## src/rtl/counter_ctrl_pkg.sv

```systemverilog
// counter_ctrl_pkg
//   Shared types for the counter command sequencer: the command opcode
//   encoding seen on cmd_op, and the sequencer FSM state encoding.
package counter_ctrl_pkg;

    typedef enum logic [1:0] {
        OP_NOP  = 2'b00,
        OP_LOAD = 2'b01,
        OP_INC  = 2'b10,
        OP_READ = 2'b11
    } op_e;

    typedef enum logic [1:0] {
        ST_IDLE = 2'b00,
        ST_LOAD = 2'b01,
        ST_INC  = 2'b10,
        ST_RSP  = 2'b11
    } state_e;

endpackage : counter_ctrl_pkg

```

## src/rtl/repeat_down_counter.sv

```systemverilog
// repeat_down_counter
//   WIDTH-bit loadable down-counter holding the remaining INC repeat count.
//   Ports:
//     clk, rst_n     clock, synchronous active-low reset (clears the count)
//     load_i         load load_value_i (has priority over dec_i)
//     load_value_i   repeat count to load
//     dec_i          decrement by one this cycle
//     last_o         count currently equals 1 (this is the final repeat)
module repeat_down_counter #(
    parameter int WIDTH = 8
) (
    input  logic             clk,
    input  logic             rst_n,
    input  logic             load_i,
    input  logic [WIDTH-1:0] load_value_i,
    input  logic             dec_i,
    output logic             last_o
);

    logic [WIDTH-1:0] count_q, count_d;

    always_comb begin
        // NOTE: defaults first so every path assigns count_d; a missing
        // assignment on some path would infer a latch.
        count_d = count_q;
        if (load_i) begin
            count_d = load_value_i;
        end else if (dec_i && (count_q != '0)) begin
            // Guard against underflow so a stray decrement at zero is harmless.
            count_d = count_q - WIDTH'(1);
        end
    end

    // NOTE: non-blocking assignments in clocked blocks so every register
    // samples the pre-edge value of every other register.
    always_ff @(posedge clk) begin
        if (!rst_n) begin
            count_q <= '0;
        end else begin
            count_q <= count_d;
        end
    end

    assign last_o = (count_q == WIDTH'(1));

endmodule : repeat_down_counter

```

## src/rtl/counter_ctrl.sv

```systemverilog
// counter_ctrl
//   Command sequencer for the 8-bit programmable counter. Accepts
//   LOAD / INC / READ commands on a valid/ready port, drives the counter's
//   load_enable / increment strobes cycle by cycle, and returns sampled
//   counter values on a valid/ready response port.
//   Ports:
//     clk, rst_n                   clock, synchronous active-low reset
//     cmd_valid/cmd_ready          command handshake
//     cmd_op, cmd_arg              opcode and LOAD value / INC repeat count
//     rsp_valid/rsp_ready          response handshake
//     rsp_data                     counter value sampled at READ accept
//     ctr_load, ctr_load_enable,   counter load interface
//     ctr_increment                counter increment strobe
//     ctr_value                    counter output
//     busy                         sequencer not idle
//     wrap                         one-cycle pulse after an increment from all-ones
module counter_ctrl
    import counter_ctrl_pkg::*;
#(
    parameter int WIDTH = 8
) (
    input  logic             clk,
    input  logic             rst_n,
    input  logic             cmd_valid,
    output logic             cmd_ready,
    input  logic [1:0]       cmd_op,
    input  logic [WIDTH-1:0] cmd_arg,
    output logic             rsp_valid,
    input  logic             rsp_ready,
    output logic [WIDTH-1:0] rsp_data,
    output logic [WIDTH-1:0] ctr_load,
    output logic             ctr_load_enable,
    output logic             ctr_increment,
    input  logic [WIDTH-1:0] ctr_value,
    output logic             busy,
    output logic             wrap
);

    state_e           state_q, state_d;
    logic [WIDTH-1:0] ctr_load_q, ctr_load_d;
    logic [WIDTH-1:0] rsp_data_q, rsp_data_d;
    logic             wrap_q, wrap_d;

    op_e  op;
    logic accept;
    logic rep_load;
    logic rep_last;

    assign op = op_e'(cmd_op);

    // Handshake and strobes are gated by rst_n so nothing is issued or
    // accepted during the reset cycle itself, before state has cleared.
    assign cmd_ready       = (state_q == ST_IDLE) && rst_n;
    assign accept          = cmd_valid && cmd_ready;
    assign ctr_load_enable = (state_q == ST_LOAD) && rst_n;
    assign ctr_increment   = (state_q == ST_INC)  && rst_n;

    assign rsp_valid = (state_q == ST_RSP);
    assign busy      = (state_q != ST_IDLE);
    assign rsp_data  = rsp_data_q;
    assign ctr_load  = ctr_load_q;
    assign wrap      = wrap_q;

    repeat_down_counter #(
        .WIDTH (WIDTH)
    ) u_repeat (
        .clk          (clk),
        .rst_n        (rst_n),
        .load_i       (rep_load),
        .load_value_i (cmd_arg),
        .dec_i        (ctr_increment),
        .last_o       (rep_last)
    );

    always_comb begin
        state_d    = state_q;
        ctr_load_d = ctr_load_q;
        rsp_data_d = rsp_data_q;
        rep_load   = 1'b0;

        unique case (state_q)
            ST_IDLE: begin
                if (accept) begin
                    unique case (op)
                        OP_LOAD: begin
                            ctr_load_d = cmd_arg;
                            state_d    = ST_LOAD;
                        end
                        OP_INC: begin
                            // INC 0 completes in the accept cycle with no strobe.
                            if (cmd_arg != '0) begin
                                rep_load = 1'b1;
                                state_d  = ST_INC;
                            end
                        end
                        OP_READ: begin
                            rsp_data_d = ctr_value;
                            state_d    = ST_RSP;
                        end
                        default: ; // OP_NOP: accepted, no side effect
                    endcase
                end
            end
            ST_LOAD: state_d = ST_IDLE;
            ST_INC: begin
                if (rep_last) begin
                    state_d = ST_IDLE;
                end
            end
            ST_RSP: begin
                if (rsp_ready) begin
                    state_d = ST_IDLE;
                end
            end
            default: state_d = ST_IDLE;
        endcase
    end

    // Counter rolls over on the edge that ends an increment cycle showing all-ones.
    assign wrap_d = ctr_increment && (ctr_value == '1);

    always_ff @(posedge clk) begin
        if (!rst_n) begin
            state_q    <= ST_IDLE;
            ctr_load_q <= '0;
            rsp_data_q <= '0;
            wrap_q     <= 1'b0;
        end else begin
            state_q    <= state_d;
            ctr_load_q <= ctr_load_d;
            rsp_data_q <= rsp_data_d;
            wrap_q     <= wrap_d;
        end
    end

endmodule : counter_ctrl

```

## config.mk

```make
export PLATFORM = sky130hd
export DESIGN_NAME = counter_ctrl
export DESIGN_NICKNAME = d
export VERILOG_FILES = /design/src/rtl/counter_ctrl_pkg.sv /design/src/rtl/repeat_down_counter.sv /design/src/rtl/counter_ctrl.sv
export SDC_FILE = /design/constraint.sdc
export NUM_CORES = 1
export LEC_CHECK = 0
export BUFFER_PORTS_ARGS = -buffer_cell sky130_fd_sc_hd__buf_2
export CORE_UTILIZATION = 35
export CTS_CLUSTER_DIAMETER = 150
export DETAILED_ROUTE_END_ITERATION = 12
export PLACE_DENSITY = 0.64
export SETUP_SLACK_MARGIN = 0.2
export SYNTH_ARGS = -nofsm -noshare
export SYNTH_HDL_FRONTEND = slang
export SYNTH_SLANG_ARGS = --single-unit
```

## constraint.sdc

```tcl
create_clock -name clk -period 1.5 [get_ports clk]
set_input_delay 0.3 -clock clk [delete_from_list [all_inputs] [get_ports clk]]
set_output_delay 0.3 -clock clk [all_outputs]
set_load 0.02 [all_outputs]
```

==> impl_metrics.ini, run 1 <==
[status]
status = finished with violations
violations = negative setup slack

[clock_network]
numCtsBuffers = 3
tritoncts = built
clk_latency_ns = 0.28
htreeDepth = 1
clock-sinks = 27
clockBufferDepth = 2
cts.clk_slew.worst_paths_ns = 0.10
root_buffer = clkbuf_8

[yosys]
netlist_area_um2 = 1390
synth_fp_nets = 179
synth_cell_type_count = 40
synth.avg_cell_area_um2 = 9.25
synth_warnings = 0
netlist_instances = 150
synthFlopType = dfxtp_1
synth_edf_count = 0
ys_seq_elements = 27
yosysSeqAreaShare_pct = 39.0
async_reset_ff_share_pct = 0

[worst_setup_path]
ff2ff_path_depth = 6
worstPathCellList = inv_4 > ha_4 > nor4b_4 > a21oi_4 > buf_4 > a211oi_2
crit_required_ns = 1.69
path_class = register to register
critPathLaunchType = register
critPathArrivalTime_ns = 1.73
cp-end-kind = register
r2r_end = u_repeat.count_q[0]$_SDFFE_PN0P_
cp_max_fo = 8
slowest_delay_ns = 0.36
cp-endpoint = u_repeat.count_q[0]$_SDFFE_PN0P_
crit_slowest_cell = dfxtp_4
startpoint = u_repeat.count_q[0]$_SDFFE_PN0P_
r2r_slack_ns = -0.04
r2r_start = u_repeat.count_q[0]$_SDFFE_PN0P_

[route]
drt_iter0_drc = 45
detail_route.wl_per_cell_um = 14.0
viasPerCell = 5.01
vias = 1424
drc = 0
dr.pass1.iters = 4
wl_um = 3970
postRouteAntennaNets = 0

[power]
combPwrFrac_pct = 25.2
p_leak_uw = 0.00111
seq_power_share_pct = 47.8
finalPower_uw = 1580
p_per_area_nw_per_um2 = 706
p_int_uw = 1120
peakVddDrop_v = 0.000592
swShare_pct = 28.8
p_switching_uw = 455
p_clk_share_pct = 27.0

[finish]
multi_input_area_um2 = 950
syn2layout_area_growth_pct = 61.1
n_antenna_cell = 0
finalNetCount = 266
nFillCells = 325
final_area_um2 = 2240
drive_above_1_share_pct = 51.7
register_area_um2 = 548

[timing]
hold_viol = 0
min_period_ns = 1.54
rsz0062_at_grt = true
fin_crit_sh_pct = 103
setup_viol = 3
worstMarginPinSlew_ns = 0.378
drv_slew = 0
fin_setup_tns_ns = -0.0824
setup_slack_ns = -0.0436
maxSlewHeadroom_pct = 74.7
finalClockSkew_ns = 0.00366
fmax_mhz = 648

[die]
die_x_um = 65.0
die_h_um = 65.0
num_rows = 22
dieArea_um2 = 4220
initial_core_util_pct = 37.1
core_area_um2 = 3740
io_pins = 44

[flow_run]
drv_cap = 0

[place]
placed_cell_area_um2 = 1920
hpwl_um = 2720
io_buffer_count = 43
place_congestion = 0.795

[global_routing]
grt_pass1_wl_um = 6320
grt_max_degree = 24
overflow = 0
grt_antenna_before_repair = 0
grt_usage_pct = 19.5
grt_pass1_vias = 1341

[min_path]
worstHoldPathType = input pin to register
==> cell usage after synthesis, types with 2 or more instances <==
master     number  share of area [%]
dfxtp_1        27                 39
nor2_1         21                5.7
mux2i_1        18                 13
inv_1          10                2.7
nand2_1        10                2.7
ha_1            7                6.3
nand3_1         4                1.4
o21ai_0         4                1.4
a21oi_1         3                1.1
a32oi_1         3                1.9
and3_1          3                1.4
nor3_1          3                1.1
a211oi_1        2                1.1
a21oi_2         2                1.3
a2bb2oi_1       2                1.3
a31oi_1         2               0.90
and2_1          2               0.90
clkbuf_1        2               0.54
nand2b_1        2               0.90
nand4_1         2               0.90
or4_4           2                1.6
==> critical path: cells and delay by family, from the launching register on <==
kind / cells / cell delay (ns)
buffers and inverters: 2 / 0.24
adder cells (fa/ha/maj): 1 / 0.13
flip-flops: 1 / 0.36
AND/OR/NAND/NOR: 1 / 0.33
AO/OA/AOI/OAI: 2 / 0.40
==> registers in the layout (all words and copies together) (netlist names) <==
name,count
ctr_load,8
wrap,1
state_q,2
u_repeat.count_q,8
rsp_data,8
==> metal layers <==
metal  GRT usage, %  vias up  share of wire, %
met3           2.82        8               3.6
met1           26.6      663                46
met2           30.5       35                47
met5              0        -                 0
li1               -      718                 -
met4           8.06        0               2.5
==> power by group through the flow <==
stage / clock [µW] / combinational, µW / sequential [µW]
floorplan: 0 / 145 / 783
global placement: 0 / 316 / 768
detailed placement: 0 / 315 / 768
CTS: 427 / 377 / 754
global route: 461 / 424 / 758
finish: 426 / 398 / 754
==> how the worst min path moves through the flow <==
| stage | startpoint | to | slack, ns | cells past startpoint |
|---|---|---|---|---|
| floorplan | cmd_arg[2] | u_repeat.count_q[2]$_SDFFE_PN0P_ | 0.42 | 2 |
| global placement | u_repeat.count_q[6]$_SDFFE_PN0P_ | u_repeat.count_q[6]$_SDFFE_PN0P_ | 0.46 | 2 |
| detailed placement | u_repeat.count_q[6]$_SDFFE_PN0P_ | u_repeat.count_q[6]$_SDFFE_PN0P_ | 0.47 | 2 |
| CTS | ctr_value[1] | wrap$_SDFF_PN0_ | 0.27 | 3 |
| global route | ctr_value[6] | rsp_data[6]$_SDFFE_PN0P_ | 0.28 | 3 |
| finish | ctr_value[1] | wrap$_SDFF_PN0_ | 0.26 | 3 |
==> cell families after synthesis <==
family	Yosys count	share of synthesized area (%)
mux	18	13.0
buf+inv	13	3.52
flops	27	39.0
compound gates	30	17.4
fa+ha+maj	7	6.31
simple gates	55	20.8
==> what timing repair did <==
item / in CTS / in global routing
pin swaps: 19 / 13
buffers inserted: 8 / 4
hold buffers: 0 / 0
resized for setup: 39 / 5
endpoints found under the setup margin: 31 / 31
==> cell usage in the layout, fill, tap and decap left out, types with 3 or more instances in the layout <==
master,n
a21oi_1,3
a32oi_1,3
buf_2,37
buf_4,37
buf_6,11
clkbuf_8,3
dfxtp_1,23
dfxtp_2,3
ha_1,6
inv_1,6
inv_4,3
mux2i_1,18
nand2_1,7
nand3_1,4
nor2_1,19
nor3_1,3
o21ai_1,3
==> final cells by class <==
class	count	area share (%)
Clock buffer	3	1.85
Clock inverter	1	0.224
Inverter	10	2.01
Multi-Input combinational cell	110	42.5
Sequential cell	27	24.5
Tap cell	48	2.69
Timing Repair Buffer	85	26.2
==> through the flow <==
step           utilization (%)  cells  hold WS [ns]  setup slack, ns
2_1_floorplan                -    150         0.419          0.00331
3_3_place_gp              51.4    268         0.464           -0.193
3_5_place_dp              51.4    268         0.469           -0.228
4_1_cts                   58.3    280         0.269          -0.0289
5_1_grt                   59.7    284         0.276           -0.115
6_report                  59.7    284         0.264          -0.0436
No activity file was read; power rests on OpenSTA's default activity.
==> inputs of run 2 (changes only) <==
--- a/config.mk
+++ b/config.mk
@@ -9,7 +9,7 @@
 export CORE_UTILIZATION = 35
 export CTS_CLUSTER_DIAMETER = 150
 export DETAILED_ROUTE_END_ITERATION = 12
-export PLACE_DENSITY = 0.64
+export PLACE_DENSITY = 0.68
 export SETUP_SLACK_MARGIN = 0.2
 export SYNTH_ARGS = -nofsm -noshare
 export SYNTH_HDL_FRONTEND = slang
==> run 2 against run 1 <==
- the run still ends with negative setup slack left
- power decreased by 0.15%
- sequential share of layout area decreased by 0.31 points
- die area unchanged
- clock power about the same
- flip-flop and latch count unchanged
- register-to-register slack about the same
- worst setup slack improved by 0.0094 ns
- sequential power about the same
- critical path type unchanged
==> impl_metrics.ini, run 2 (synthesis gave the netlist of run 1 again) <==
[die]
dieArea_um2 = 4220
die_h_um = 65.0
initial_core_util_pct = 37.1
io_pins = 44
core_area_um2 = 3740
num_rows = 22
die_x_um = 65.0

[global_routing]
busiest_layer = met2
grt_antenna_before_repair = 0
use_met3_pct = 3.52
grt_pass1_vias = 1355
overflow = 0
gr-usage-met1_pct = 24.6
grt_usage_pct = 18.9
grt_pass1_wl_um = 6130
grt_util_met2_pct = 30.9
grt_max_degree = 24

[place]
pre_cts_slack_ns = -0.193
hpwl_um = 2800
io_buffer_count = 43
place_congestion = 0.857

[route]
dr.pass1.iters = 4
drc = 0
viasPerCell = 5.14
drt_iter0_drc = 52
postRouteAntennaNets = 0
detail_route.wl_per_cell_um = 13.7
wl_um = 3910
vias = 1469

[clock_network]
clock-sinks = 27
clk_latency_ns = 0.27
root_buffer = clkbuf_8
htreeDepth = 1
tritoncts = built
holdBufCountCts = 0
numCtsBuffers = 3
clockBufferDepth = 2
cts.clk_slew.worst_paths_ns = 0.09

[finish]
layout_common_cells = buf_4 (38), buf_2 (37), dfxtp_1 (23)
finalNetCount = 268
n_antenna_cell = 0
layout_commonest_cell = buf_4
drive_above_1_share_pct = 53.4
syn2layout_area_growth_pct = 63.2

[worst_setup_path]
cp-end-kind = register
r2r_start = u_repeat.count_q[0]$_SDFFE_PN0P_
crit_slowest_cell = dfxtp_4
critPathLaunchType = register
cp_max_fo = 3
critPathArrivalTime_ns = 1.73
worstPathCellList = inv_4 > ha_4 > nor4b_4 > buf_4 > a211oi_1 > a21oi_2 > a311oi_2
crit_required_ns = 1.70
startpoint = u_repeat.count_q[0]$_SDFFE_PN0P_
path_class = register to register
slowest_delay_ns = 0.37

[timing]
hold_viol = 0
setup_viol = 2
worstMarginPinSlew_ns = 0.326
fin_crit_sh_pct = 102
timing.hold.ws_ns = 0.267
finalClockSkew_ns = 0.00129
fmax_mhz = 652
fin_setup_tns_ns = -0.0435
min_period_ns = 1.53
maxSlewHeadroom_pct = 78.1
drv_slew = 0
rsz0062_at_grt = true
setup_slack_ns = -0.0342

[min_path]
worstHoldPathType = input pin to register
min_from = ctr_value[6]

[status]
status = finished with violations
violations = negative setup slack

[power]
peakVddDrop_v = 0.000576
p_leak_uw = 0.00111
p_per_area_nw_per_um2 = 696
finalPower_uw = 1580

[flow_run]
drv_cap = 0
run 2: changes by cell type in the layout (fill, tap and decap cells not counted), moves of 2 or more:
cell	previous run	this run
a21oi_2	1	3
a32oi_1	3	1
a32oi_2	0	2
inv_2	1	3
inv_4	3	1
o21ai_0	2	0
o21ai_1	3	5
run 2: final timing paths:
check	endpoint	slack, ns	depth (start not counted)
max	u_repeat.count_q[4]$_SDFFE_PN0P_	-0.03	7
min	rsp_data[6]$_SDFFE_PN0P_	0.27	3
max reg2reg	u_repeat.count_q[4]$_SDFFE_PN0P_	-0.03	7
min reg2reg	u_repeat.count_q[6]$_SDFFE_PN0P_	0.49	2
run 2: stage by stage:
step	cells	area [µm²]	utilization, %
2_1_floorplan	150	1440	-
3_5_place_dp	276	1980	53.0
6_report	286	2260	60.5
4_1_cts	283	2170	58.1
5_1_grt	286	2260	60.5
3_3_place_gp	276	1980	53.0
run 2: timing repair:
| item | CTS | global route |
|---|---|---|
| pin swaps | 13 | 22 |
| endpoints found under the setup margin | 31 | 31 |
| setup buffers | 3 | 3 |
| hold endpoints to repair | 0 | 0 |
| gates resized for setup | 32 | 16 |
run 2: final cells by class:
class                      count  area (µm²)
multi-input combinational    110         966
clock buffer                   4        45.0
fill                         334        1480
timing repair buffer          87         606
tap                           48        60.1
sequential                    27         548
inverter                      10        40.0
run 2: power by group:
| group | internal, µW | switching [µW] | leakage [µW] | total, µW |
|---|---|---|---|---|
| Sequential | 737 | 15.9 | 0.000221 | 753 |
| Combinational | 198 | 199 | 0.000863 | 397 |
| Clock | 191 | 235 | 0.0000228 | 426 |
| Total | 1130 | 450 | 0.00111 | 1580 |
run 2: layer usage:
| metal | wire length, µm | share of wire [%] |
|---|---|---|
| met5 | 0 | 0 |
| met4 | 85 | 2.2 |
| met3 | 266 | 6.8 |
| met2 | 1850 | 47 |
| met1 | 1710 | 44 |
run 2: critical path, delay by kind of cell (launching register included):
kind,cells,cell delay [ns]
compound gates,3,0.62
flops,1,0.37
buf+inv,2,0.18
fa+ha+maj,1,0.15
simple gates,1,0.14
